--- src/rtl/alu_regfile_seq.sv ---
// alu_regfile_seq: NREGS x WIDTH register file with a sequenced 8-op ALU.
//
// A controller issues register-to-register ops with a start/busy/done
// handshake. An external port preloads or overwrites registers while the
// block is idle. Result and flags are registered and hold between ops.
//
// Optional feature macro: ALUREG_MUL_EN
//   defined   : op 7 is a multi-cycle shift-add unsigned multiply (WIDTH steps)
//   undefined : op 7 is MOV (result = B), single-cycle like the other ops
//
// Ports:
//   clk       rising-edge clock
//   reset     asynchronous active-high reset
//   start     issue op (sampled only while idle)
//   op        0 ADD, 1 SUB, 2 AND, 3 OR, 4 XOR, 5 SHL, 6 SHR, 7 MUL/MOV
//   src_a     operand A register index
//   src_b     operand B register index
//   dst       destination register index
//   ext_wr    external register write enable (honoured only while idle)
//   ext_addr  external write address
//   ext_data  external write data
//   rd_addr   debug read address
//   rd_data   R[rd_addr], combinational
//   busy      op in flight
//   done      one-cycle pulse during write-back
//   result    last written ALU result
//   cout      carry / overflow flag
//   zero      result == 0 flag
//   neg       result MSB flag
module alu_regfile_seq #(
  parameter int WIDTH = 16,
  parameter int NREGS = 8,
  parameter int AW    = 3
) (
  input  logic             clk,
  input  logic             reset,
  input  logic             start,
  input  logic [2:0]       op,
  input  logic [AW-1:0]    src_a,
  input  logic [AW-1:0]    src_b,
  input  logic [AW-1:0]    dst,
  input  logic             ext_wr,
  input  logic [AW-1:0]    ext_addr,
  input  logic [WIDTH-1:0] ext_data,
  input  logic [AW-1:0]    rd_addr,
  output logic [WIDTH-1:0] rd_data,
  output logic             busy,
  output logic             done,
  output logic [WIDTH-1:0] result,
  output logic             cout,
  output logic             zero,
  output logic             neg
);

  localparam logic [2:0] OP_ADD = 3'd0;
  localparam logic [2:0] OP_SUB = 3'd1;
  localparam logic [2:0] OP_AND = 3'd2;
  localparam logic [2:0] OP_OR  = 3'd3;
  localparam logic [2:0] OP_XOR = 3'd4;
  localparam logic [2:0] OP_SHL = 3'd5;
  localparam logic [2:0] OP_SHR = 3'd6;
  localparam logic [2:0] OP_MUL = 3'd7;

  localparam logic [WIDTH-1:0] WIDTH_V = WIDTH[WIDTH-1:0];

`ifdef ALUREG_MUL_EN
  localparam int CW = $clog2(WIDTH + 1);
  localparam logic [CW-1:0] CNT_INIT = CW'(WIDTH);
  localparam logic [CW-1:0] CNT_ONE  = CW'(32'd1);

  typedef enum logic [1:0] {
    IDLE = 2'd0,
    EXEC = 2'd1,
    MUL  = 2'd2,
    WB   = 2'd3
  } state_t;
`else
  typedef enum logic [1:0] {
    IDLE = 2'd0,
    EXEC = 2'd1,
    WB   = 2'd3
  } state_t;
`endif

  state_t           state_r;
  state_t           state_next_s;
  logic             busy_r;
  logic             done_r;

  logic [WIDTH-1:0] regs_r [NREGS];
  logic [WIDTH-1:0] a_r;
  logic [WIDTH-1:0] b_r;
  logic [2:0]       op_r;
  logic [AW-1:0]    dst_r;

  logic [WIDTH-1:0] alu_res_s;
  logic             alu_cout_s;
  logic [WIDTH:0]   sum_s;
  logic [WIDTH-1:0] shamt_s;
  logic [WIDTH-1:0] alu_res_r;
  logic             alu_cout_r;

  logic [WIDTH-1:0] wb_res_s;
  logic             wb_cout_s;

  logic [WIDTH-1:0] result_r;
  logic             cout_r;
  logic             zero_r;
  logic             neg_r;

`ifdef ALUREG_MUL_EN
  logic [2*WIDTH-1:0] acc_r;
  logic [2*WIDTH-1:0] mcand_r;
  logic [WIDTH-1:0]   mplier_r;
  logic [CW-1:0]      cnt_r;
`endif

  // Next-state decode for the op sequencer
  always_comb begin
    state_next_s = state_r;
    case (state_r)
      IDLE: begin
        if (start) begin
          state_next_s = EXEC;
        end else begin
          state_next_s = IDLE;
        end
      end
      EXEC: begin
`ifdef ALUREG_MUL_EN
        if (op_r == OP_MUL) begin
          state_next_s = MUL;
        end else begin
          state_next_s = WB;
        end
`else
        state_next_s = WB;
`endif
      end
`ifdef ALUREG_MUL_EN
      MUL: begin
        // Last step happens on the edge that sees the counter at one
        if (cnt_r == CNT_ONE) begin
          state_next_s = WB;
        end else begin
          state_next_s = MUL;
        end
      end
`endif
      WB:      state_next_s = IDLE;
      default: state_next_s = IDLE;
    endcase
  end

  // State register; busy/done are registered from the next state so they
  // line up exactly with the state they describe
  always_ff @(posedge clk or posedge reset) begin
    if (reset) begin
      state_r <= IDLE;
      busy_r  <= 1'b0;
      done_r  <= 1'b0;
    end else begin
      state_r <= state_next_s;
      busy_r  <= (state_next_s != IDLE);
      done_r  <= (state_next_s == WB);
    end
  end

  // Single-cycle ALU on the latched operands
  always_comb begin
    alu_res_s  = '0;
    alu_cout_s = 1'b0;
    sum_s      = '0;
    shamt_s    = b_r % WIDTH_V;
    case (op_r)
      OP_ADD: begin
        sum_s      = {1'b0, a_r} + {1'b0, b_r};
        alu_res_s  = sum_s[WIDTH-1:0];
        alu_cout_s = sum_s[WIDTH];
      end
      OP_SUB: begin
        // Carry out of A + ~B + 1: set means no borrow
        sum_s      = {1'b0, a_r} + {1'b0, ~b_r} + {{WIDTH{1'b0}}, 1'b1};
        alu_res_s  = sum_s[WIDTH-1:0];
        alu_cout_s = sum_s[WIDTH];
      end
      OP_AND:  alu_res_s = a_r & b_r;
      OP_OR:   alu_res_s = a_r | b_r;
      OP_XOR:  alu_res_s = a_r ^ b_r;
      OP_SHL:  alu_res_s = a_r << shamt_s;
      OP_SHR:  alu_res_s = a_r >> shamt_s;
`ifdef ALUREG_MUL_EN
      // Product comes from the accumulator, not from this path
      OP_MUL:  alu_res_s = '0;
`else
      OP_MUL:  alu_res_s = b_r;
`endif
      default: alu_res_s = '0;
    endcase
  end

  // Select the value committed at write-back
  always_comb begin
    wb_res_s  = alu_res_r;
    wb_cout_s = alu_cout_r;
`ifdef ALUREG_MUL_EN
    if (op_r == OP_MUL) begin
      wb_res_s  = acc_r[WIDTH-1:0];
      wb_cout_s = |acc_r[2*WIDTH-1:WIDTH];
    end else begin
      wb_res_s  = alu_res_r;
      wb_cout_s = alu_cout_r;
    end
`endif
  end

  // Register file, operand latches, multiplier and result/flag registers
  always_ff @(posedge clk or posedge reset) begin
    if (reset) begin
      for (int i = 0; i < NREGS; i++) begin
        regs_r[i] <= '0;
      end
      a_r        <= '0;
      b_r        <= '0;
      op_r       <= 3'd0;
      dst_r      <= '0;
      alu_res_r  <= '0;
      alu_cout_r <= 1'b0;
      result_r   <= '0;
      cout_r     <= 1'b0;
      zero_r     <= 1'b0;
      neg_r      <= 1'b0;
`ifdef ALUREG_MUL_EN
      acc_r      <= '0;
      mcand_r    <= '0;
      mplier_r   <= '0;
      cnt_r      <= '0;
`endif
    end else begin
      case (state_r)
        IDLE: begin
          // Non-blocking reads give the pre-write operands when ext_wr
          // and start share the same edge
          if (ext_wr) begin
            regs_r[ext_addr] <= ext_data;
          end
          if (start) begin
            a_r   <= regs_r[src_a];
            b_r   <= regs_r[src_b];
            op_r  <= op;
            dst_r <= dst;
          end
        end
        EXEC: begin
          alu_res_r  <= alu_res_s;
          alu_cout_r <= alu_cout_s;
`ifdef ALUREG_MUL_EN
          acc_r    <= '0;
          mcand_r  <= {{WIDTH{1'b0}}, a_r};
          mplier_r <= b_r;
          cnt_r    <= CNT_INIT;
`endif
        end
`ifdef ALUREG_MUL_EN
        MUL: begin
          if (mplier_r[0]) begin
            acc_r <= acc_r + mcand_r;
          end
          mcand_r  <= mcand_r << 1;
          mplier_r <= mplier_r >> 1;
          cnt_r    <= cnt_r - CNT_ONE;
        end
`endif
        WB: begin
          regs_r[dst_r] <= wb_res_s;
          result_r      <= wb_res_s;
          cout_r        <= wb_cout_s;
          zero_r        <= (wb_res_s == '0);
          neg_r         <= wb_res_s[WIDTH-1];
        end
        default: begin
          result_r <= result_r;
        end
      endcase
    end
  end

  assign rd_data = regs_r[rd_addr];
  assign busy    = busy_r;
  assign done    = done_r;
  assign result  = result_r;
  assign cout    = cout_r;
  assign zero    = zero_r;
  assign neg     = neg_r;

endmodule

--- config.mk ---
export PLATFORM = sky130hd
export DESIGN_NAME = alu_regfile_seq
export DESIGN_NICKNAME = d
export VERILOG_FILES = /design/src/rtl/alu_regfile_seq.sv
export SDC_FILE = /design/constraint.sdc
export NUM_CORES = 1
export LEC_CHECK = 0
export BUFFER_PORTS_ARGS = -buffer_cell sky130_fd_sc_hd__buf_2
export CAP_MARGIN = 30
export CORE_ASPECT_RATIO = 0.7
export CORE_MARGIN = 2
export CORE_UTILIZATION = 65
export CTS_CLUSTER_SIZE = 14
export DETAILED_ROUTE_END_ITERATION = 10
export GPL_TIMING_DRIVEN = 0
export HOLD_SLACK_MARGIN = 0.05
export PLACE_DENSITY = 0.81
export REMOVE_ABC_BUFFERS = 1
export SETUP_SLACK_MARGIN = 0.05
export SLEW_MARGIN = 20
export SYNTH_ARGS = -nofsm -noshare
export SYNTH_HDL_FRONTEND = slang
export SYNTH_SLANG_ARGS = --single-unit
--- constraint.sdc ---
create_clock -name clk -period 21.4 [get_ports clk]
set_clock_uncertainty 0.05 [all_clocks]
set_input_delay 4.28 -clock clk [delete_from_list [all_inputs] [get_ports clk]]
set_output_delay 4.28 -clock clk [all_outputs]
set_load 0.03 [all_outputs]
==> impl_metrics.tcl <==
set metrics [dict create \
    hold_viol_final 0 \
    fp.dieArea_um2 24500 \
    synth_top_cells_by_count "sky130_fd_sc_hd__dfrtp_1 (204), sky130_fd_sc_hd__o221ai_1 (138), sky130_fd_sc_hd__o21a_1 (130)" \
    post-cts-setup-buffers 0 \
    routabilityCongestion 0.974 \
    initialDrtViolationCount 2275 \
    post-dp-hpwl_mm 34.1 \
    start_util_pct 66.4 \
    worst_skew_pair.late_latency_ns 0.51 \
    chipHeight_um 131 \
    clk_transition_reported_paths_ns 0.06 \
    met3_usage_pct 15.7 \
    setup.worst_path.class "in2out" \
    place.port_buffers 74 \
    peakVddDrop_uv 103 \
    boundaryPins 75 \
    synth.avg_cell_area_um2 10.2 \
    power-per-cell-area_nw_per_um2 175 \
    worst-endpoint-arrival_ns 6.04 \
    period_share_pct 48.4 \
    met1_usage_pct 61.0 \
    synth-main-ff-cell "sky130_fd_sc_hd__dfrtp_1" \
    synth_top_area_share_pct 33.8 \
    cts-hold-fix-buffers 0 \
    synth-edff-count 0 \
    grt_first_pass_wirelength_mm 78.2 \
    worst_hold_path_type "reg2reg" \
    setup.worst_path.start_class "input port" \
    run_status "finished clean" \
    post_synth_instance_area_um2 15100 \
    netlist.top_cell.by_area "sky130_fd_sc_hd__dfrtp_1" \
    cts.sinks 204 \
    area_growth_syn_to_layout_pct 9.49 \
    ys_top_cells_by_area "sky130_fd_sc_hd__dfrtp_1 (34%), sky130_fd_sc_hd__mux4_2 (15%), sky130_fd_sc_hd__o221ai_1 (8.0%), sky130_fd_sc_hd__o21a_1 (6.5%), sky130_fd_sc_hd__ha_1 (4.1%)" \
    htreeDepth 1 \
    dieWidth_um 186 \
    postSynth.asyncResetShare_pct 100 \
    groute.usage.overall_pct 42.2 \
    yosysUniqueCellTypes 74 \
    vias 14100 \
    timing.setup.tns_ns 0 \
    cp-end-kind "output pin" \
    first_global_vias 13400 \
    core_region_area_um2 22700 \
    cts_repair_resize_count 0 \
    post_route_cells_drive_above_1_share_pct 19.9 \
    grt.met2_usage_pct 58.1 \
    final_nets 1553 \
    final_cells 1789 \
    antenna_violating_nets_post_route 0 \
    worst_max_slew_pin_slew_ns 1.09 \
    global_route.peak_usage_layer "met1" \
    detail_route.wl_per_cell_um 28.8 \
    post_detailed_route_via_to_cell_ratio 7.88 \
    cts_tree "done" \
    timing.max_slew.rel_slack_pct 27.6 \
    fmax_mhz 96.5 \
    cts_inserted_buffers 20 \
    grt_start_max_net_pins 109 \
    postSynthRegisterBits 204 \
    post-place-cells 1750 \
    final_max_slew_viol_count 0 \
    synth-seq-area-share_pct 33.8 \
    antenna_found_initial 1 \
    yosys_warnings 0 \
    period_needed_ns 10.37 \
    cts_max_path_buffers 3 \
    max_cap_violations 0 \
    syn-instance-count 1479 \
    rsz0062_at_grt "false" \
    wl_mm 51.6 \
    most_frequent_cell_after_synthesis "sky130_fd_sc_hd__dfrtp_1" \
    detail_route.first_pass.iterations 8 \
    post-route-drc-count 0 \
    grt_overflow 0 \
    finalSetupViolCount 0 \
    crit_required_ns 17.07 \
    critPathMaxFanout 32 \
    power_leakage_nw 6.48 \
    clock_tree_root "sky130_fd_sc_hd__clkbuf_16" \
    num_rows 46 \
]
sequential cells by signal, summed over array words and instances, names as in the netlist, 3 cells and up:
name	cells
dst_r	3
a_r	16
alu_res_r	16
b_r	16
result	16
regs_r	128
op_r	3
critical path: stages:
cell and delay [ns]:
sky130_fd_sc_hd__buf_2 0.78, sky130_fd_sc_hd__mux4_2 0.45, sky130_fd_sc_hd__mux2_2 0.30, sky130_fd_sc_hd__buf_2 0.18
cells by family after synthesis:
kind of cell | count (synthesis) | share of synthesized area [%]
buf+inv | 188 | 5.21
compound gates | 519 | 25.4
fa+ha+maj | 52 | 4.41
mux | 184 | 20.8
flops | 204 | 33.8
simple gates | 308 | 8.90
xor+xnor | 24 | 1.39
report_power, final:
group	leakage (nW)	switching [mW]	internal, mW
combinational	3.84	0.979	0.685
sequential	2.30	0.267	0.577
clock	0.337	0.153	0.225
total	6.48	1.40	1.49
worst paths after layout:
check                                 startpoint                         to  slack (ns)  depth (start not counted)
max in group asynchronous                  reset  alu_res_r[11]$_DFFE_PP0P_       16.44                          3
min in group asynchronous                  reset     regs_r[32]$_DFFE_PP0P_        3.83                          2
max reg2reg                   b_r[2]$_DFFE_PP0P_   alu_res_r[5]$_DFFE_PP0P_       17.41                          8
max                                   rd_addr[1]                rd_data[14]       11.03                          4
min                        result[6]$_DFFE_PP0P_      result[6]$_DFFE_PP0P_        0.42                          2
min reg2reg                result[6]$_DFFE_PP0P_      result[6]$_DFFE_PP0P_        0.42                          2
final cells by class:
class                           count  area, µm²
Clock buffer                       33        631
Clock inverter                      2       60.1
Multi-Input combinational cell   1087       9320
Timing Repair Buffer              100        821
Antenna cell                        1       2.50
Tap cell                          312        390
Sequential cell                   204       5110
Inverter                           50        195
Fill cell                        1558       6210
metal layers:
| metal | wire length (µm) | share of wire, % | up-vias |
|---|---|---|---|
| met5 | 0 | 0 | - |
| met2 | 21600 | 42 | 1285 |
| met1 | 19000 | 37 | 6835 |
| met3 | 8790 | 17 | 259 |
| li1 | - | - | 5711 |
| met4 | 2250 | 4.4 | 0 |
through the flow:
stage / setup WS, ns / area [µm²] / utilization, % / hold slack [ns] / total power [mW]
3_3_place_gp: 9.29 / 15300 / 67.1 / 0.403 / 2.33
3_5_place_dp: 11.08 / 15800 / 69.4 / 0.408 / 2.42
6_report: 11.03 / 16500 / 72.7 / 0.420 / 2.89
4_1_cts: 11.08 / 16500 / 72.5 / 0.425 / 2.81
5_1_grt: 11.02 / 16500 / 72.7 / 0.446 / 3.02
2_1_floorplan: 11.50 / 14500 / - / 0.389 / 1.90
cells in the final DEF, fill, tap and decap left out, types with 9 or more instances in the layout:
cell,count
sky130_fd_sc_hd__a31oi_1,11
sky130_fd_sc_hd__o21ai_0,29
sky130_fd_sc_hd__mux4_2,101
sky130_fd_sc_hd__o21ai_1,12
sky130_fd_sc_hd__nor3_1,11
sky130_fd_sc_hd__mux2_2,29
sky130_fd_sc_hd__inv_1,41
sky130_fd_sc_hd__o221ai_1,138
sky130_fd_sc_hd__nor2b_1,9
sky130_fd_sc_hd__ha_1,50
sky130_fd_sc_hd__a211oi_1,12
sky130_fd_sc_hd__o21a_1,130
sky130_fd_sc_hd__mux2i_1,54
sky130_fd_sc_hd__nand2_1,115
sky130_fd_sc_hd__a21oi_1,93
sky130_fd_sc_hd__clkbuf_16,21
sky130_fd_sc_hd__nor2_1,115
sky130_fd_sc_hd__buf_2,71
sky130_fd_sc_hd__xnor2_1,17
sky130_fd_sc_hd__nand3_1,14
sky130_fd_sc_hd__dfrtp_1,201
sky130_fd_sc_hd__a22oi_1,9
Power figures use the tool's default switching activity.
